### src/rtl/cmp_pkg.sv
// Shared definitions for the sequential magnitude comparator: FSM state
// encoding and the compile-time digit-count / width-check helpers.
package cmp_pkg;

    typedef enum logic [1:0] {
        ST_IDLE    = 2'd0,
        ST_COMPARE = 2'd1,
        ST_DONE    = 2'd2
    } cmp_state_t;

    // Returns 0 for an illegal WIDTH/DIGIT pairing so misconfiguration is obvious.
    function automatic int cmp_digit_count(input int width, input int digit);
        if (digit <= 0 || (width % digit) != 0) begin
            return 0;
        end
        return width / digit;
    endfunction

    function automatic int cmp_cnt_width(input int n);
        return (n > 1) ? $clog2(n) : 1;
    endfunction

endpackage

### src/rtl/digit_comparator.sv
// Combinational single-digit stage of the MSB-first magnitude comparison.
// Once the running eq flag has dropped, the incoming result passes through untouched.
module digit_comparator #(
    parameter int DIGIT = 2
) (
    input  logic [DIGIT-1:0] a_d,
    input  logic [DIGIT-1:0] b_d,
    input  logic             eq_prev,
    input  logic             gt_prev,
    output logic             eq,
    output logic             gt
);

    assign eq = eq_prev & (a_d == b_d);
    assign gt = gt_prev | (eq_prev & (a_d > b_d));

endmodule

### src/rtl/seq_magnitude_comparator.sv
// Digit-serial unsigned magnitude comparator with cascade inputs.
// Define SEQ_CMP_EARLY_EXIT_EN to finish on the first mismatching digit.
module seq_magnitude_comparator
    import cmp_pkg::*;
#(
    parameter int WIDTH = 32,
    parameter int DIGIT = 2
) (
    input  logic             clock,
    input  logic             reset,
    input  logic             start,
    input  logic [WIDTH-1:0] a,
    input  logic [WIDTH-1:0] b,
    input  logic             eq_in,
    input  logic             gt_in,
    output logic             busy,
    output logic             done,
    output logic             eq,
    output logic             gt,
    output logic             lt
);

    localparam int N     = cmp_digit_count(WIDTH, DIGIT);
    localparam int CNT_W = cmp_cnt_width(N);
    localparam logic [CNT_W-1:0] CNT_LOAD = CNT_W'(N - 1);

    cmp_state_t       r_state;
    cmp_state_t       w_state_next;
    logic [WIDTH-1:0] r_a;
    logic [WIDTH-1:0] r_b;
    logic             r_eq_run;
    logic             r_gt_run;
    logic [CNT_W-1:0] r_cnt;
    logic             r_eq;
    logic             r_gt;
    logic             r_lt;

    logic [DIGIT-1:0] w_a_dig [N];
    logic [DIGIT-1:0] w_b_dig [N];
    logic [DIGIT-1:0] w_a_sel;
    logic [DIGIT-1:0] w_b_sel;
    logic             w_eq;
    logic             w_gt;
    logic             w_last;

    // Slice the latched operands into digits; the down-counter picks one per cycle.
    generate
        for (genvar gi = 0; gi < N; gi++) begin : g_digit
            assign w_a_dig[gi] = r_a[gi*DIGIT +: DIGIT];
            assign w_b_dig[gi] = r_b[gi*DIGIT +: DIGIT];
        end
    endgenerate

    assign w_a_sel = w_a_dig[r_cnt];
    assign w_b_sel = w_b_dig[r_cnt];

    digit_comparator #(
        .DIGIT   (DIGIT)
    ) u_digit (
        .a_d     (w_a_sel),
        .b_d     (w_b_sel),
        .eq_prev (r_eq_run),
        .gt_prev (r_gt_run),
        .eq      (w_eq),
        .gt      (w_gt)
    );

`ifdef SEQ_CMP_EARLY_EXIT_EN
    assign w_last = (r_cnt == '0) || !w_eq;
`else
    assign w_last = (r_cnt == '0);
`endif

    always_ff @(posedge clock) begin
        if (reset) begin
            r_state <= ST_IDLE;
        end else begin
            r_state <= w_state_next;
        end
    end

    always_comb begin
        w_state_next = r_state;
        case (r_state)
            ST_IDLE: begin
                if (start) begin
                    w_state_next = eq_in ? ST_COMPARE : ST_DONE;
                end
            end
            ST_COMPARE: begin
                if (w_last) begin
                    w_state_next = ST_DONE;
                end
            end
            ST_DONE:    w_state_next = ST_IDLE;
            default:    w_state_next = ST_IDLE;
        endcase
    end

    always_comb begin
        busy = (r_state != ST_IDLE);
        done = (r_state == ST_DONE);
    end

    // Result registers only move on the edge that enters DONE.
    always_ff @(posedge clock) begin
        if (reset) begin
            r_a      <= '0;
            r_b      <= '0;
            r_eq_run <= 1'b1;
            r_gt_run <= 1'b0;
            r_cnt    <= '0;
            r_eq     <= 1'b0;
            r_gt     <= 1'b0;
            r_lt     <= 1'b0;
        end else begin
            case (r_state)
                ST_IDLE: begin
                    if (start) begin
                        r_a      <= a;
                        r_b      <= b;
                        r_eq_run <= 1'b1;
                        r_gt_run <= 1'b0;
                        r_cnt    <= CNT_LOAD;
                        if (!eq_in) begin
                            r_eq <= 1'b0;
                            r_gt <= gt_in;
                            r_lt <= !gt_in;
                        end
                    end
                end
                ST_COMPARE: begin
                    r_eq_run <= w_eq;
                    r_gt_run <= w_gt;
                    r_cnt    <= r_cnt - CNT_W'(1);
                    if (w_last) begin
                        r_eq <= w_eq;
                        r_gt <= w_gt;
                        r_lt <= !w_eq & !w_gt;
                    end
                end
                default: ;
            endcase
        end
    end

    assign eq = r_eq;
    assign gt = r_gt;
    assign lt = r_lt;

endmodule

### config.mk
export PLATFORM = sky130hd
export DESIGN_NAME = seq_magnitude_comparator
export DESIGN_NICKNAME = d
export VERILOG_FILES = /design/src/rtl/cmp_pkg.sv /design/src/rtl/digit_comparator.sv /design/src/rtl/seq_magnitude_comparator.sv
export SDC_FILE = /design/constraint.sdc
export NUM_CORES = 1
export LEC_CHECK = 0
export BUFFER_PORTS_ARGS = -buffer_cell sky130_fd_sc_hd__buf_4
export CAP_MARGIN = 20
export CORE_MARGIN = 5
export CORE_UTILIZATION = 35
export DETAILED_ROUTE_END_ITERATION = 8
export PLACE_DENSITY_LB_ADDON = 0.08
export SLEW_MARGIN = 10
export SYNTH_ARGS = -nofsm -noshare
export SYNTH_HDL_FRONTEND = slang
export SYNTH_SLANG_ARGS = --single-unit
export TNS_END_PERCENT = 30
### constraint.sdc
create_clock -name clock -period 5.53 [get_ports clock]
set_input_delay 0.2765 -clock clock [delete_from_list [all_inputs] [get_ports clock]]
set_output_delay 0.2765 -clock clock [all_outputs]
set_load 0.005 [all_outputs]
==> metrics.yaml, run 1 <==
layout:
  fin_area_um2: 3988
  seq_area_um2: 1503
  antenna_cells: 0
  drive_above_1_share_pct: 25.57
  nets: 505
  final_common_cell: "nand2_1"
  area_delta_synth_final_pct: 24.44
  nFillCells: 984
  fin_util_pct: 43.99
  multiInputGateArea_um2: 1574
  final_cell_mix: "nand2_1 (135), buf_4 (75), dfxtp_1 (74), a21oi_1 (67), mux4_2 (16)"
sta:
  finalHoldViolCount: 0
  worstMarginPinSlew_ns: 0.8454
  slew_headroom_pct: 43.56
  rsz0062_at_grt: "no"
  worst_slack_ns: 2.651
  hold-worst-slack_ns: 0.1642
  finClkSkew_ns: 0.008832
  finalSetupTns_ns: 0
  finalCriticalPeriod_ns: 2.879
  period_share_pct: 52.05
  setup_viol: 0
  final_max_slew_viol_count: 0
  maxClockFrequency_mhz: 347.4
yosys:
  synth_top_cell_by_area: "dfxtp_1"
  avgSynthCellArea_um2: 8.568
  ys_ff_latch: 75
  netlist_area_um2: 3204
  syn-num-nets: 446
  synth_top_area_share_pct: 46.86
  synthTopCellsByArea: "dfxtp_1 (47%), nand2_1 (16%), mux4_2 (11%), a21oi_1 (10%), buf_2 (1.7%)"
  post_synth_num_cell_types: 31
  syn_inst: 374
  ys_seq_area_share_pct: 46.86
  yosys_warnings: 0
power:
  ir_drop_uv: 124.7
  p_clk_share_pct: 33.1
  power.density_nw_per_um2: 311.7
  p_comb_share_pct: 17.0
  swShare_pct: 27.79
  leakage_nw: 1.603
  p_switching_w: 0.0003454
  seqPwrFrac_pct: 49.9
  internal_power_w: 0.0008975
critical_path:
  end_kind: "register"
  critPathRequiredTime_ns: 5.73
  reg2reg_slack_ns: 2.65
  ff2ff_path_depth: 8
  critPathKind: "reg2reg"
  critPathBufInv: 0
  crit_slowest_cell: "dfxtp_2"
  startpoint_type: "register"
  critPathMaxFanout: 20
  reg2reg_to: "gt"
  crit_path_max_incr_delay_ns: 0.73
  path_delay_family: "compound AO/OA/AOI/OAI gates"
  r2r-start: "r_cnt[0]"
  cp_cell_sequence: "mux4_2 -> a22o_1 -> a221oi_2 -> ha_1 -> nor2b_1 -> o211a_1 -> o21ai_0 -> nor3_1"
  cp.arrival_ns: 3.08
route:
  first_pass_iters: 4
  drc: 0
  routed_via_density: 4.964
  wl_per_cell_um: 14.41
  dr.first_iter.drc_count: 131
  drt-total-wl_um: 7913
  vias: 2725
  ant_nets: 0
global_route:
  grt_overflow_total: 0
  grt_pass1_vias: 2549
  grt_max_degree: 76
  grtUsageTotal_pct: 14.40
  grt_pass1_wl_um: 12880
  antenna_found_initial: 0
clocking:
  cts_buffers: 9
  clockBufferDepth: 2
  path_clk_slew_ns: 0.08
  cts_resized: 0
  cts_tree: "built"
  cts_sinks: 75
  htree_levels: 3
  cts-root-buf: "clkbuf_8"
  post_cts_buffers: 0
  clk_latency_ns: 0.35
  hold_buffers: 0
min_path:
  hold_path.class: "in2reg"
  hold_path_end: "r_a[7]"
  min_from: "a[7]"
  whs_path_depth: 3
placement:
  placed_area_um2: 3792
  hpwl_um: 5432
  numPortBuffers: 73
  gp_congestion: 0.7023
  pre_cts_ws_ns: 2.224
die:
  ios: 74
  die_w_um: 105.7
  dieArea_um2: 11170
  rows: 35
  fp.coreArea_um2: 9065
  die_h_um: 105.7
  start_util_pct: 35.35
run:
  maxCapViolations: 0
status:
  status: "finished clean"
-- synth_stat cells --
master,n
nand2_1,136
dfxtp_1,75
a21oi_1,67
mux4_2,16
clkbuf_1,14
buf_2,11
nor2_1,8
nor2b_1,6
a22oi_1,4
inv_1,4
nor3_1,4
a211oi_1,3
ha_1,3
a221oi_2,2
a22o_1,2
nand3_1,2
nor4b_1,2
o21ai_0,2
a311oi_1,1
a31oi_1,1
a32o_1,1
and2_1,1
buf_1,1
buf_6,1
mux2_2,1
mux2i_1,1
nand2b_1,1
nand4b_1,1
nor3b_2,1
nor4_1,1
o211a_1,1
-- flip-flops by register name, summed over array words and instances (netlist names) --
name / count
r_b: 32
lt: 1
eq: 1
r_cnt: 4
r_eq_run: 1
gt: 1
r_a: 32
r_gt_run: 1
r_state: 2
-- power groups by stage --
| stage | logic [W] | registers (W) | clock network (W) |
|---|---|---|---|
| after global placement | 0.000210 | 0.000634 | 0 |
| after global routing | 0.000235 | 0.000627 | 0.000453 |
| after detailed placement | 0.000214 | 0.000633 | 0 |
| final | 0.000211 | 0.000620 | 0.000412 |
| after CTS | 0.000215 | 0.000621 | 0.000425 |
| after floorplan | 0.000159 | 0.000607 | 0 |
-- kinds of logic (layout without fill, tap and decap cells) --
family	count (synthesis)	count (layout)	synth area share [%]
mux	18	18	11.91
simple gates	163	163	20.77
compound gates	84	84	14.99
buf+inv	31	95	4.295
flops	75	75	46.86
fa+ha+maj	3	3	1.172
-- stage by stage --
| step | cells | power, W |
|---|---|---|
| final | 549 | 0.001243 |
| after floorplan | 374 | 0.0007667 |
| after CTS | 549 | 0.001260 |
| after global routing | 549 | 0.001316 |
| after detailed placement | 533 | 0.0008471 |
| after global placement | 533 | 0.0008436 |
-- worst min-delay path: stages --
cell and delay (ns):
buf_4 0.11, nand2_1 0.04, a21oi_1 0.05
-- worst max-delay path by stage --
stage | end | slack, ns | cells past startpoint | from
2_1_floorplan | lt | 3.18 | 9 | r_cnt[0]
3_3_place_gp | gt | 2.37 | 8 | r_cnt[0]
3_5_place_dp | gt | 2.22 | 8 | r_cnt[0]
4_1_cts | gt | 2.21 | 8 | r_cnt[0]
5_1_grt | gt | 2.43 | 8 | r_cnt[0]
6_report | gt | 2.65 | 8 | r_cnt[0]
-- layer usage --
layer	track usage (%)	vias up	routed length, um
li1	-	1396	-
met1	19.92	1251	3862
met2	21.36	69	3469
met3	5.021	9	497
met4	3.885	0	84
met5	0	-	0
-- layout make-up --
type	count	area share (%)
clock buffer	10	3.200
clock inverter	6	1.663
inverter	4	0.3765
multi-input combinational	268	39.47
sequential	75	37.68
tap	111	3.483
timing repair buffer	75	14.12
Note: power is estimated with default switching activity, not from simulation.
==> run 2: changes to the inputs <==
--- a/config.mk
+++ b/config.mk
@@ -5,6 +5,7 @@
 export SDC_FILE = /design/constraint.sdc
 export NUM_CORES = 1
 export LEC_CHECK = 0
+export ABC_AREA = 1
 export BUFFER_PORTS_ARGS = -buffer_cell sky130_fd_sc_hd__buf_4
 export CAP_MARGIN = 20
 export CORE_MARGIN = 5
==> constraint.sdc (replaced) <==
create_clock -name clock -period 2.94 [get_ports clock]
set_input_delay 0.147 -clock clock [delete_from_list [all_inputs] [get_ports clock]]
set_output_delay 0.147 -clock clock [all_outputs]
set_load 0.005 [all_outputs]
==> run 2 against run 1 <==
Utilization shrank 0.80 points. Register-to-register slack got worse by 2.0 ns. Sequential cell count did not move. Hold slack worse by 0.14 ns. Die area rose by 5.8%. Wire length grew 5.9%. Maximum frequency increased by 25%. Sequential power increased by 92%. Total power rose by 110%. Global-route usage increased by 0.75 points. Critical path type unchanged. Largest cell class unchanged.
==> metrics.yaml, run 2 <==
status:
  status: "finished clean"
yosys:
  post_synth_num_cell_types: 29
  synth_top_area_share_pct: 44.04
  netlist_area_um2: 3410
  async_flop_share_pct: 0
  syn_inst: 482
  synth_ff_type: "dfxtp_1"
  synthTopCellsByArea: "dfxtp_1 (44%), nor2_1 (19%), o21ai_0 (14%), nand2_1 (4.0%), buf_6 (2.3%)"
  post-synth-top-count-cell: "nor2_1"
  synth_common_cells: "nor2_1 (177), o21ai_0 (96), dfxtp_1 (75)"
  ys_seq_area_share_pct: 44.04
  synth-edff-count: 0
  avgSynthCellArea_um2: 7.074
  syn-num-nets: 554
  yosys_warnings: 0
  ys_ff_latch: 75
  synth_top_cell_by_area: "dfxtp_1"
sta:
  maxClockFrequency_mhz: 434.6
  rsz0062_at_grt: "no"
  final_max_slew_viol_count: 0
  finalSetupTns_ns: 0
  worstMarginPinSlew_ns: 0.8365
  finalHoldViolCount: 0
  finalCriticalPeriod_ns: 2.301
  setup_viol: 0
  finClkSkew_ns: 0.009328
  slew_headroom_pct: 44.15
  period_share_pct: 78.26
route:
  first_pass_iters: 4
  dr.first_iter.drc_count: 151
  wl_per_cell_um: 12.38
  routed_via_density: 4.623
  drt-total-wl_um: 8383
  ant_nets: 0
  drc: 0
  vias: 3130
min_path:
  hold_path.class: "in2reg"
  min_from: "reset"
clocking:
  post_cts_buffers: 0
  cts_tree: "built"
  clockBufferDepth: 2
  htree_levels: 3
  cts_resized: 0
  cts_buffers: 9
  cts_sinks: 75
  cts-root-buf: "clkbuf_8"
  clk_latency_ns: 0.34
  path_clk_slew_ns: 0.08
  hold_buffers: 0
die:
  fp.coreArea_um2: 9639
  die_h_um: 108.7
  start_util_pct: 35.37
  rows: 36
  die_w_um: 108.7
  dieArea_um2: 11820
  ios: 74
critical_path:
  cp_cell_sequence: "inv_1 -> nor2_1 -> o21ai_0 -> nand3_1 -> nand2_1 -> nor2_1 -> nor2_1 -> ha_1 -> a21oi_1 -> nand2_1 -> nand2_1 -> nand2_1 -> nand2_1 -> o211ai_2 -> inv_2"
  path_delay_family: "simple AND/OR/NAND/NOR gates"
  cp.arrival_ns: 2.59
  critPathRequiredTime_ns: 3.23
  end_kind: "register"
  critPathKind: "reg2reg"
  critPathBufInv: 2
  crit_path_max_incr_delay_ns: 0.50
  critPathMaxFanout: 13
  crit_slowest_cell: "dfxtp_1"
  crit_start: "r_cnt[1]"
  crit_top_cell: "nand2_1"
  r2r-start: "r_cnt[1]"
  startpoint_type: "register"
global_route:
  antenna_found_initial: 0
  grt_pass1_wl_um: 14300
  grt_max_degree: 70
  grt_pass1_vias: 3030
  grt_overflow_total: 0
  grtUsageTotal_pct: 15.15
placement:
  hpwl_um: 5863
  gp_congestion: 0.8201
  numPortBuffers: 73
layout:
  fin_util_pct: 43.19
  final_common_cell: "nor2_1"
  reg_top3: "r_a x32, r_b x32, r_cnt x4"
  drive_above_1_share_pct: 20.96
  area_delta_synth_final_pct: 22.09
  nets: 611
  antenna_cells: 0
  final_cell_mix: "nor2_1 (177), o21ai_0 (96), buf_4 (78), dfxtp_1 (75), nand2_1 (36)"
run:
  maxCapViolations: 0
power:
  leakage_nw: 1.843
  power.density_nw_per_um2: 620.2
  ir_drop_uv: 190.3
## run 2: cell families (layout without fill, tap and decap cells)
logic type,after synthesis,count (layout),synth area share [%]
AOI/OAI and AO/OA,125,125,19.38
adders and majority gates,3,3,1.101
buffers and inverters,49,111,8.294
DFF,75,75,44.04
and+or+nand+nor,230,230,27.19
## run 2: area by class of cell
type | instances | area, um^2
Clock buffer | 12 | 165.2
Clock inverter | 4 | 47.55
Fill cell | 1058 | 5477
Inverter | 17 | 71.32
Multi-Input combinational cell | 358 | 1625
Sequential cell | 75 | 1501
Tap cell | 133 | 166.4
Timing Repair Buffer | 78 | 585.6
## run 2: path summary, 6_finish.rpt
| check | endpoint | slack, ns | cells past startpoint |
|---|---|---|---|
| worst min-delay path | lt | 0.03 | 2 |
| worst max register to register | gt | 0.64 | 15 |
| worst min register to register | r_b[19] | 0.48 | 2 |
| worst max-delay path | gt | 0.64 | 15 |
## run 2: routing by layer
| layer | part of all wire, % | global-route usage, % | vias to the layer above |
|---|---|---|---|
| met5 | 0 | 0 | - |
| met4 | 0.48 | 3.246 | 0 |
| met3 | 4.8 | 4.204 | 2 |
| met2 | 47 | 24.85 | 51 |
| met1 | 48 | 19.96 | 1394 |
| li1 | - | - | 1683 |
## run 2: report_power, final
part	internal, W	switching, W	leakage [nW]
clock network	0.000459	0.000363	0.108
logic	0.000240	0.000332	1.11
registers	0.00112	0.0000677	0.622
## run 2: stage by stage
stage               hold WS (ns)  area [um^2]  total power (W)  instances  setup slack [ns]
floorplan                 0.2094         3410         0.001631        482             1.097
global placement          0.3841         3950         0.001786        661            0.7607
detailed placement        0.3836         3950         0.001794        661            0.6650
CTS                     0.009608         4163         0.002628        677            0.6194
global route             0.01108         4163         0.002763        677            0.3554
finish                   0.02686         4163         0.002582        677            0.6390
## run 2: worst register-to-register path: stages (launching register included)
cell	delay [ns]
dfxtp_1	0.50
inv_1	0.30
nor2_1	0.16
o21ai_0	0.09
nand3_1	0.08
nand2_1	0.05
nor2_1	0.10
nor2_1	0.05
ha_1	0.31
a21oi_1	0.15
nand2_1	0.07
nand2_1	0.05
nand2_1	0.09
nand2_1	0.11
o211ai_2	0.09
inv_2	0.07
